$ cat config.mk
export PLATFORM = sky130hd
export DESIGN_NAME = seg_display_ctrl
export DESIGN_NICKNAME = d
export VERILOG_FILES = /design/src/rtl/seg_display_ctrl.sv
export SDC_FILE = /design/constraint.sdc
export NUM_CORES = 1
export LEC_CHECK = 0
export BUFFER_PORTS_ARGS = -buffer_cell sky130_fd_sc_hd__buf_2
export CAP_MARGIN = 20
export CORE_MARGIN = 1
export CORE_UTILIZATION = 60
export CTS_BUF_LIST = sky130_fd_sc_hd__clkbuf_4 sky130_fd_sc_hd__clkbuf_8
export DETAILED_ROUTE_END_ITERATION = 6
export GPL_ROUTABILITY_DRIVEN = 1
export MAX_ROUTING_LAYER = met4
export PLACE_DENSITY = 0.91
export SLEW_MARGIN = 5
export SYNTH_ARGS = -nofsm -noshare
export SYNTH_HDL_FRONTEND = slang
export SYNTH_SLANG_ARGS = --single-unit
$ cat constraint.sdc
create_clock -name clk -period 2.8 [get_ports clk]
set_clock_uncertainty 0.05 [all_clocks]
set_input_delay 0.56 -clock clk [delete_from_list [all_inputs] [get_ports clk]]
set_output_delay 0.56 -clock clk [all_outputs]
set_load 0.1 [all_outputs]
$ cat src/rtl/seg_display_ctrl.sv
// Seven-segment display controller: shadowed display inputs, per-digit static drive,
// and a multiplexed scan bus with blink and leading-zero suppression.
module seg_display_ctrl #(
  parameter int DIGITS    = 2,
  parameter int SCAN_DIV  = 12000,
  parameter int BLINK_DIV = 3000000
) (
  input  logic                  clk,
  input  logic                  rst,
  input  logic                  load,
  input  logic [4*DIGITS-1:0]   data,
  input  logic [DIGITS-1:0]     dp,
  input  logic [DIGITS-1:0]     blank,
  input  logic [DIGITS-1:0]     blink,
  input  logic                  lz_en,
  output logic [9*DIGITS-1:0]   seg_led,
  output logic [7:0]            seg_scan,
  output logic [DIGITS-1:0]     dig_n
);

  localparam int IDX_W = (DIGITS > 1) ? $clog2(DIGITS) : 1;
  localparam int SCW   = $clog2(SCAN_DIV);
  localparam int BKW   = $clog2(BLINK_DIV);
  localparam logic [DIGITS-1:0] DIG_ONE = DIGITS'(1);

  function automatic logic [6:0] hex_to_seg(input logic [3:0] nib);
    logic [6:0] seg;
    case (nib)
      4'h0: seg = 7'h3F;  4'h1: seg = 7'h06;  4'h2: seg = 7'h5B;  4'h3: seg = 7'h4F;
      4'h4: seg = 7'h66;  4'h5: seg = 7'h6D;  4'h6: seg = 7'h7D;  4'h7: seg = 7'h07;
      4'h8: seg = 7'h7F;  4'h9: seg = 7'h6F;  4'hA: seg = 7'h77;  4'hB: seg = 7'h7C;
      4'hC: seg = 7'h39;  4'hD: seg = 7'h5E;  4'hE: seg = 7'h79;  default: seg = 7'h71;
    endcase
    return seg;
  endfunction

  function automatic logic [7:0] mask_digit(input logic [3:0] nib, input logic dp_bit,
                                            input logic dark);
    return dark ? 8'h00 : {dp_bit, hex_to_seg(nib)};
  endfunction

  logic [4*DIGITS-1:0] data_p0;
  logic [DIGITS-1:0]   dp_p0;
  logic [DIGITS-1:0]   blank_p0;
  logic [DIGITS-1:0]   blink_p0;
  logic                lz_en_p0;
  logic [SCW-1:0]      scan_cnt;
  logic [IDX_W-1:0]    idx;
  logic [BKW-1:0]      blink_cnt;
  logic                blink_phase;
  logic [DIGITS-1:0]   sup;
  logic                run_zero;
  logic [7:0]          dig_seg [DIGITS];

  // Stage p0: shadow capture of every display input
  always_ff @(posedge clk or posedge rst) begin
    if (rst) begin
      data_p0  <= '0;
      dp_p0    <= '0;
      blank_p0 <= '1;
      blink_p0 <= '0;
      lz_en_p0 <= 1'b0;
    end else if (load) begin
      data_p0  <= data;
      dp_p0    <= dp;
      blank_p0 <= blank;
      blink_p0 <= blink;
      lz_en_p0 <= lz_en;
    end
  end

  always_ff @(posedge clk or posedge rst) begin
    if (rst) begin
      scan_cnt    <= '0;
      idx         <= '0;
      blink_cnt   <= '0;
      blink_phase <= 1'b1;
    end else begin
      if (scan_cnt == SCW'(SCAN_DIV - 1)) begin
        scan_cnt <= '0;
        idx      <= (idx == IDX_W'(DIGITS - 1)) ? '0 : idx + 1'b1;
      end else begin
        scan_cnt <= scan_cnt + 1'b1;
      end
      if (blink_cnt == BKW'(BLINK_DIV - 1)) begin
        blink_cnt   <= '0;
        blink_phase <= ~blink_phase;
      end else begin
        blink_cnt <= blink_cnt + 1'b1;
      end
    end
  end

  // Suppression runs from the top digit down while nibbles stay zero; blanking does not
  // interrupt the run, and digit 0 is always shown.
  always_comb begin
    run_zero = 1'b1;
    sup      = '0;
    for (int i = DIGITS - 1; i >= 1; i--) begin
      run_zero = run_zero && (data_p0[4*i +: 4] == 4'h0);
      sup[i]   = lz_en_p0 && run_zero;
    end
    for (int i = 0; i < DIGITS; i++) begin
      dig_seg[i] = mask_digit(data_p0[4*i +: 4], dp_p0[i],
                              blank_p0[i] || (blink_p0[i] && !blink_phase) || sup[i]);
    end
  end

  // Stage p1: registered static and multiplexed outputs
  always_ff @(posedge clk or posedge rst) begin
    if (rst) begin
      seg_led  <= '0;
      seg_scan <= 8'h00;
      dig_n    <= '1;
    end else begin
      for (int i = 0; i < DIGITS; i++) begin
        seg_led[9*i +: 9] <= {1'b0, dig_seg[i]};
      end
      seg_scan <= dig_seg[idx];
      dig_n    <= ~(DIG_ONE << idx);
    end
  end

endmodule

Yosys cells after proc, flatten, opt, wreduce, memory -nomap -nowiden

Memory sizes are Yosys's and may differ from the RTL's.
Index checks and enable logic that the tools add are counted.

Register bits: 79
Bits in read-only memories: 224
Output and inout port bits: 28
Memories kept: 2

Add/sub/neg operators: 3
Order comparisons: 1
Equality and inequality tests: 2
Shift-type cells: 1
Muxes and demuxes: 8
Bitwise gates (word level): 3
Reduce and logical (&&, ||, !) cells: 8

Memory list:

| name             | words | width | read ports | clocked after Yosys merged registers in | wr ports | line | text |
|---|---|---|---|---|---|---|---|
| (name not given) | 16    | 7     | 1          | 0                                       | 0        | 28   | `case (nib)` |
| (name not given) | 16    | 7     | 1          | 0                                       | 0        | 28   |  |

Operators by type and width:

| cell                                                              | count |
|---|---|
| 8-bit two-way mux                                                 | 5 |
| 22-bit by 1-bit adder with 22-bit output, second input constant   | 1 |
| 22-bit equality test, second input constant                       | 1 |
| 22-bit two-way mux                                                | 1 |
| 14-bit by 1-bit adder with 14-bit output, second input constant   | 1 |
| 14-bit equality test, second input constant                       | 1 |
| 14-bit two-way mux                                                | 1 |
| 4-bit zero test                                                   | 1 |
| 1-bit logical AND                                                 | 3 |
| 1-bit logical OR                                                  | 3 |
| 2-bit greater-or-equal comparator, second input constant          | 1 |
| 1-bit NOT with 2-bit output                                       | 1 |
| 2-bit NOT                                                         | 1 |
| 1-bit by 1-bit left shift with 2-bit output, first input constant | 1 |
| 1-bit adder, second input constant                                | 1 |
| 1-bit zero test                                                   | 1 |
| 1-bit two-way mux                                                 | 1 |
| 1-bit NOT                                                         | 1 |

Logic depth before layout (Yosys ltp)

Gate-level depths: netlist of the first run.

Depth in word-level cells: 8
Mapped depth: 6
Mapped depth without buffers: 6

Worst setup path before layout of the first run

No wires, ideal clock.

Path kind: flip-flop to flip-flop
Start: register blink_cnt[8]
End: register blink_cnt[21]
Data arrival time: 1678 ps
Slack: 995 ps
Cell stages (with the launch flop): 5
Path buffers: 0
Period minus slack after synthesis: 1805 ps
Cell sequence: dfrtp_1 -> nand4_2 -> or4_4 -> or4_1 -> a21oi_1

Cells in the longest elaborated chain, start to end: 2
Elaborated cells between the ends (all ways): 3
Those cells by class: 1 x add/sub; 1 x eq/ne; 1 x mux

RTL lines:

| what                                                                             | line   | text |
|---|---|---|
| start, declared                                                                  | 49     | `logic [BKW-1:0] blink_cnt;` |
| start signal, assigned                                                           | 89     | `blink_cnt <= blink_cnt + 1'b1;` |
| 22-bit by 1-bit adder with 22-bit output or 22-bit equality test (tied branches) | 89, 85 |  |
| 22-bit two-way mux *                                                             | 85     | `if (blink_cnt == BKW'(BLINK_DIV - 1)) begin` |

Mark *: on every way between the ends. The rest lies on a longest branch, timed or not.
A chain may end at the register's enable or synchronous reset.

Worst setup path after layout of the first run

Start: register blink_cnt[6]
End: register blink_cnt[21]

The elaborated chain is that of the path after synthesis.

==> flow_summary_export.csv, run 1 <==
group,metric,value,unit
outcome,status,"finished, final reports clean",
route,routed_wl,7790,µm
placed_design,hpwl,5320,µm
cts,cts-resized-gates,0,
cts,cts_sinks,79,
floorplan,dieArea,6430,µm²
worst_setup_path,critPathLaunchType,"flip-flop",
route,via_per_inst,6.01,
logic_synthesis,synthFlopType,"dfrtp_1",
power_and_ir_drop,power_density,622,nW/µm²
cts,clkSlewWorstSetupHoldPaths,0.08,ns
floorplan,chipWidth,80.2,µm
finish,drive_gt1_share,25.9,%
timing,fin_ws,0.788,ns
timing,period_needed,2.01,ns
worst_setup_path,cp_cell_sequence,"nand4_4 > or4_4 > or4_1 > a21oi_1",
run,drv_cap,0,
logic_synthesis,ys_types,49,
global_routing,grt_pass1_wl,12900,µm
worst_setup_path,crit_family,"simple AND/OR/NAND/NOR gates",
logic_synthesis,synth_top_area_share,50.5,%
global_routing,antenna_found_initial,0,
placed_design,io_buffers,43,
global_routing,grt_max_degree,48,
worst_setup_path,rr_endpoint,"blink_cnt[21]",
worst_setup_path,critPathArrivalTime,2.24,ns
route,first_pass_iters,5,
worst_setup_path,reg2reg_slack,0.79,ns
power_and_ir_drop,vdd_drop_max,0.000545,V
worst_setup_path,slowest_delay,0.54,ns
timing,setup_violations,0,
worst_setup_path,worst-path-buf-inv,0,
timing,drv_slew,0,
worst_setup_path,critPathRequiredTime,3.03,ns
finish,utilization,70.2,%
hold_path,hold_path_class,"in2async",
timing,slew_headroom,61.4,%
finish,fillers,403,
placed_design,gp_congestion,0.907,
route,drtIter0Drc,176,
cts,h-tree-depth,3,
timing,rsz0062_at_grt,"false",
power_and_ir_drop,power.leakage,1.95,nW
logic_synthesis,synth_warnings,0,
route,vias,2729,
worst_setup_path,cp-end-kind,"flip-flop",
cts,post-cts-setup-buffers,0,
floorplan,die_h,80.2,µm
finish,diodes,0,
floorplan,initial_core_util,61.9,%
route,drcViolationCount,0,
finish,ff_latch_area,1980,µm²
route,drt.antenna.violating_nets,0,
global_routing,track_usage,28.1,%
cts,cts_made_buffers,9,
finish,multi_input_area,1600,µm²
worst_setup_path,critical_path_class,"reg2reg",
worst_setup_path,crit_fanout,8,
cts,cts_tree,"yes",
cts,cts_hold_buf,0,
logic_synthesis,synth_edf_count,0,
logic_synthesis,synth_area_leaders,"dfrtp_1 51%, mux2_2 5.8%, ha_1 4.4%",
timing,fin_tns_setup,0,ns
logic_synthesis,synth-seq-area-share,54.1,%
placed_design,dp_slack,0.867,ns
logic_synthesis,syn_inst,324,
global_routing,grt.overflow.total,0,
logic_synthesis,synthTopCellsByCount,"74 x dfrtp_1, 28 x nor2_1, 21 x nand2_1",
timing,finalHoldViolations,0,
cts,clockRootBuffer,"clkbuf_8",
timing,whs,0.234,ns
timing,min_period_over_period,71.9,%
timing,worst_pin_slew,0.579,ns
floorplan,ios,46,
logic_synthesis,synth_area_per_cell,11.3,µm²
logic_synthesis,synth.ff_latch_count,79,
finish,areaGrowthSynthToFinish,13.3,%
route,wl_per_cell,17.2,µm
logic_synthesis,post-synth-top-count-cell,"dfrtp_1",
global_routing,grt_pass1_vias,2711,
timing,fmax,497,MHz
finish,nets,405,
cts,clk-insertion-delay-late,0.35,ns
worst_setup_path,rr_worst_depth,4,
cts,clock_path_buffers,2,
floorplan,coreArea,5920,µm²
logic_synthesis,synth_area_leader_cell,"dfrtp_1",
floorplan,num_rows,28,
worst_setup_path,r2r-start,"blink_cnt[6]",
worst_setup_path,crit_path_top_delay_cell,"or4_4",
logic_synthesis,netlist_area,3670,µm²
logic_synthesis,synthArstFlopShare,100,%
==> cell families (layout without fill, tap and decap cells) <==
kind of cell,count (synthesis),in the layout,synth area share [%]
AND/OR/NAND/NOR,119,119,17.6
flip-flops,79,79,54.1
AO/OA/AOI/OAI,40,40,7.61
XOR/XNOR,28,28,6.69
multiplexers,22,22,7.00
buffers and inverters,22,76,2.46
adder cells (fa/ha/maj),13,13,4.44
other,1,2,0.102
==> power breakdown <==
group / internal (mW) / switching, mW / leakage (nW)
Clock: 0.405 / 0.412 / 0.103
Sequential: 1.20 / 0.0407 / 1.01
Combinational: 0.108 / 0.420 / 0.832
==> registers in the layout, summed over array words and instances, names as in the netlist, 2 cells and up <==
register / flops
blank_p0: 2
data_p0: 8
blink_p0: 2
dig_n: 2
dp_p0: 2
scan_cnt: 14
seg_scan: 8
blink_cnt: 22
seg_led: 16
==> worst min-delay path, stage by stage <==
cell	delay [ns]
buf_2	0.10
inv_2	0.04
buf_4	0.36
==> layout by cell type, fill, tap and decap left out, types with 2 or more instances in the layout <==
cell type and count:
nand2b_1 6, nand3_1 13, xnor2_1 15, and4_1 2, nor3_1 10, nand2_1 21
nor2b_1 5, mux2i_1 2, buf_2 43, and3_1 3, dfstp_2 5, a221oi_1 3
inv_1 11, nor2_1 28, clkbuf_8 9, a311oi_1 6, dfrtp_1 74, conb_1 2
o31ai_1 3, o21ai_0 10, clkinv_2 5, mux2_2 19, or3_1 2, nand4_1 9
or2_2 2, a211oi_1 5, or4_1 3, nor4_1 6, a21oi_1 6, buf_4 4
ha_1 13, xor2_1 13
==> stage by stage <==
step / std cells / area (µm²) / power (mW)
5_1_grt: 454 / 4160 / 2.68
3_5_place_dp: 438 / 3970 / 1.79
6_report: 454 / 4160 / 2.59
2_1_floorplan: 325 / 3670 / 1.68
3_3_place_gp: 438 / 3970 / 1.77
4_1_cts: 454 / 4160 / 2.60
==> layout make-up <==
class / instances / area share [%]
clock buffers: 9 / 2.98
clock inverters: 7 / 1.54
inverters: 13 / 1.17
multi-input cells: 224 / 38.4
flip-flops and latches: 79 / 47.7
well taps: 75 / 2.26
repair buffers: 47 / 5.90
==> layer usage <==
layer  vias to the layer above  part of all wire, %  GRT usage, %
met4                         0                  2.7          13.0
met5                         -                    0             -
met1                      1321                   40          32.6
met3                        30                  5.1          5.91
met2                       123                   52          46.9
li1                       1255                    -             -
==> worst max path at each step <==
stage	slack [ns]	startpoint	depth (start not counted)	end
detailed placement	0.87	blink_cnt[8]	4	blink_cnt[21]
finish	0.79	blink_cnt[6]	4	blink_cnt[21]
global placement	0.94	blink_cnt[8]	4	blink_cnt[21]
floorplan	0.17	rst	1	blink_cnt[0]
CTS	0.80	blink_cnt[6]	4	blink_cnt[21]
global route	0.67	scan_cnt[0]	5	scan_cnt[10]
No activity file was read; power rests on OpenSTA's default activity.
==> inputs of run 2 (changes only) <==
==> constraint.sdc (replaced) <==
create_clock -name clk -period 2 [get_ports clk]
set_clock_uncertainty 0.05 [all_clocks]
set_input_delay 0.4 -clock clk [delete_from_list [all_inputs] [get_ports clk]]
set_output_delay 0.4 -clock clk [all_outputs]
set_load 0.1 [all_outputs]
==> flow_summary_export.csv, run 2 (synthesized netlist as in run 1, its figures left out) <==
group,metric,value,unit
global_routing,grt_pass1_wl,11900,µm
cts,cts_tree,"yes",
cts,clkSlewWorstSetupHoldPaths,0.08,ns
floorplan,dieArea,6430,µm²
route,wl_met1,2970,µm
finish,ff_latch_area,1980,µm²
global_routing,track_usage,25.5,%
outcome,status,"finished, final reports clean",
route,wl_met2,3700,µm
finish,fillers,389,
cts,cts-resized-gates,0,
power_and_ir_drop,swShare,31.3,%
power_and_ir_drop,seqPwrFrac,45.2,%
power_and_ir_drop,clock_power_share,35.2,%
finish,diodes,0,
worst_setup_path,critPathArrivalTime,2.16,ns
timing,min_period_over_period,96.5,%
finish,nets,409,
floorplan,coreArea,5920,µm²
cts,clockRootBuffer,"clkbuf_8",
cts,cts_sinks,79,
floorplan,num_rows,28,
finish,multi_input_area,1600,µm²
placed_design,hpwl,5240,µm
power_and_ir_drop,switchingPower,1.19,mW
worst_setup_path,slowest_delay,0.58,ns
finish,final_common_cell,"dfrtp_1",
worst_setup_path,crit_fanout,6,
finish,reg_top3,"blink_cnt: 22 flops, seg_led: 16 flops, scan_cnt: 14 flops",
timing,finalHoldViolations,0,
route,drtIter0Drc,178,
run,drv_cap,0,
route,wl_per_cell,15.7,µm
timing,rsz0062_at_grt,"false",
route,vias,2653,
finish,largest_register_ffs,22,
route,drt.antenna.violating_nets,0,
hold_path,hold_path_class,"in2async",
worst_setup_path,critPathRequiredTime,2.23,ns
timing,period_needed,1.93,ns
finish,mostFrequentLayoutCells,"74 x dfrtp_1, 43 x buf_2, 28 x nor2_1",
route,routed_wl,7190,µm
power_and_ir_drop,power.leakage,1.99,nW
worst_setup_path,critical_path_class,"reg2reg",
cts,cts_hold_buf,0,
timing,fin_ws,0.0690,ns
power_and_ir_drop,power_density,897,nW/µm²
placed_design,dp_slack,0.0718,ns
global_routing,grt_pass1_vias,2617,
worst_setup_path,crit_path_top_delay_cell,"or4_4",
timing,setup_violations,0,
cts,cts_made_buffers,9,
power_and_ir_drop,vdd_drop_max,0.000706,V
placed_design,gp_congestion,0.890,
placed_design,io_buffers,43,
floorplan,chipWidth,80.2,µm
cts,clock_path_buffers,2,
floorplan,initial_core_util,61.9,%
route,wl_met3,330,µm
worst_setup_path,cp_cell_sequence,"nand2_1 > or4_4 > or4_1 > a21oi_1",
route,via_per_inst,5.79,
global_routing,grt_max_degree,80,
cts,clk-insertion-delay-late,0.35,ns
floorplan,ios,46,
global_routing,antenna_found_initial,0,
route,highest_layer,"met4",
route,first_pass_iters,4,
route,drcViolationCount,0,
finish,areaGrowthSynthToFinish,16.1,%
floorplan,die_h,80.2,µm
cts,h-tree-depth,3,
global_routing,grt.overflow.total,0,
finish,drive_gt1_share,26.9,%
worst_setup_path,critPathLaunchType,"flip-flop",
timing,fmax,518,MHz
power_and_ir_drop,p_comb_share,19.6,%
cts,post-cts-setup-buffers,0,
power_and_ir_drop,p_int,2.63,mW
worst_setup_path,cp-end-kind,"flip-flop",
finish,top_register,"blink_cnt",
timing,drv_slew,0,
timing,fin_tns_setup,0,ns
==> run 2: critical path, delay by kind of cell (launching register included) <==
family	cells	cell delay, ns
compound gates	1	0.16
flops	1	0.44
simple gates	3	1.20
==> run 2: worst paths after layout <==
| check | end | startpoint | depth (start not counted) | slack [ns] |
|---|---|---|---|---|
| worst max-delay path | blink_cnt[21] | blink_cnt[2] | 4 | 0.07 |
| worst min-delay path | scan_cnt[9] | rst | 3 | 0.11 |
| worst max register to register | blink_cnt[21] | blink_cnt[2] | 4 | 0.07 |
| worst min register to register | scan_cnt[0] | scan_cnt[0] | 1 | 0.45 |
| max in group asynchronous | dig_n[0] | rst | 3 | 1.45 |
| min in group clk | data_p0[1] | data[1] | 3 | 0.20 |
==> run 2: through the flow <==
| step | utilization, % | hold slack, ns | cell area [µm²] | cells | total power [mW] |
|---|---|---|---|---|---|
| after floorplan | - | 0.303 | 3670 | 325 | 2.36 |
| after global placement | 67.8 | 0.418 | 4010 | 442 | 2.49 |
| after detailed placement | 67.8 | 0.434 | 4010 | 442 | 2.51 |
| after CTS | 71.8 | 0.118 | 4250 | 458 | 3.85 |
| after global routing | 71.9 | 0.135 | 4260 | 458 | 3.96 |
| final | 71.9 | 0.108 | 4260 | 458 | 3.82 |
==> run 2: final cells by class <==
| cell class | count | share of cell area, % |
|---|---|---|
| clock buffer | 12 | 3.73 |
| multi-input combinational | 224 | 37.7 |
| sequential | 79 | 46.6 |
| inverter | 13 | 1.23 |
| timing repair buffer | 51 | 6.76 |
| clock inverter | 4 | 1.82 |
| tap | 75 | 2.20 |
==> run 2: power groups by stage <==
stage / combinational, mW / clock (mW) / sequential, mW
detailed placement: 0.747 / 0 / 1.76
floorplan: 0.225 / 0 / 2.13
global route: 0.788 / 1.43 / 1.74
global placement: 0.730 / 0 / 1.76
finish: 0.749 / 1.34 / 1.73
CTS: 0.749 / 1.37 / 1.73
==> run 2: per-layer routing <==
layer | up-vias | global-route usage (%)
met5 | - | -
met3 | 20 | 6.93
met4 | 0 | 9.29
li1 | 1261 | -
met1 | 1303 | 30.4
met2 | 69 | 41.7
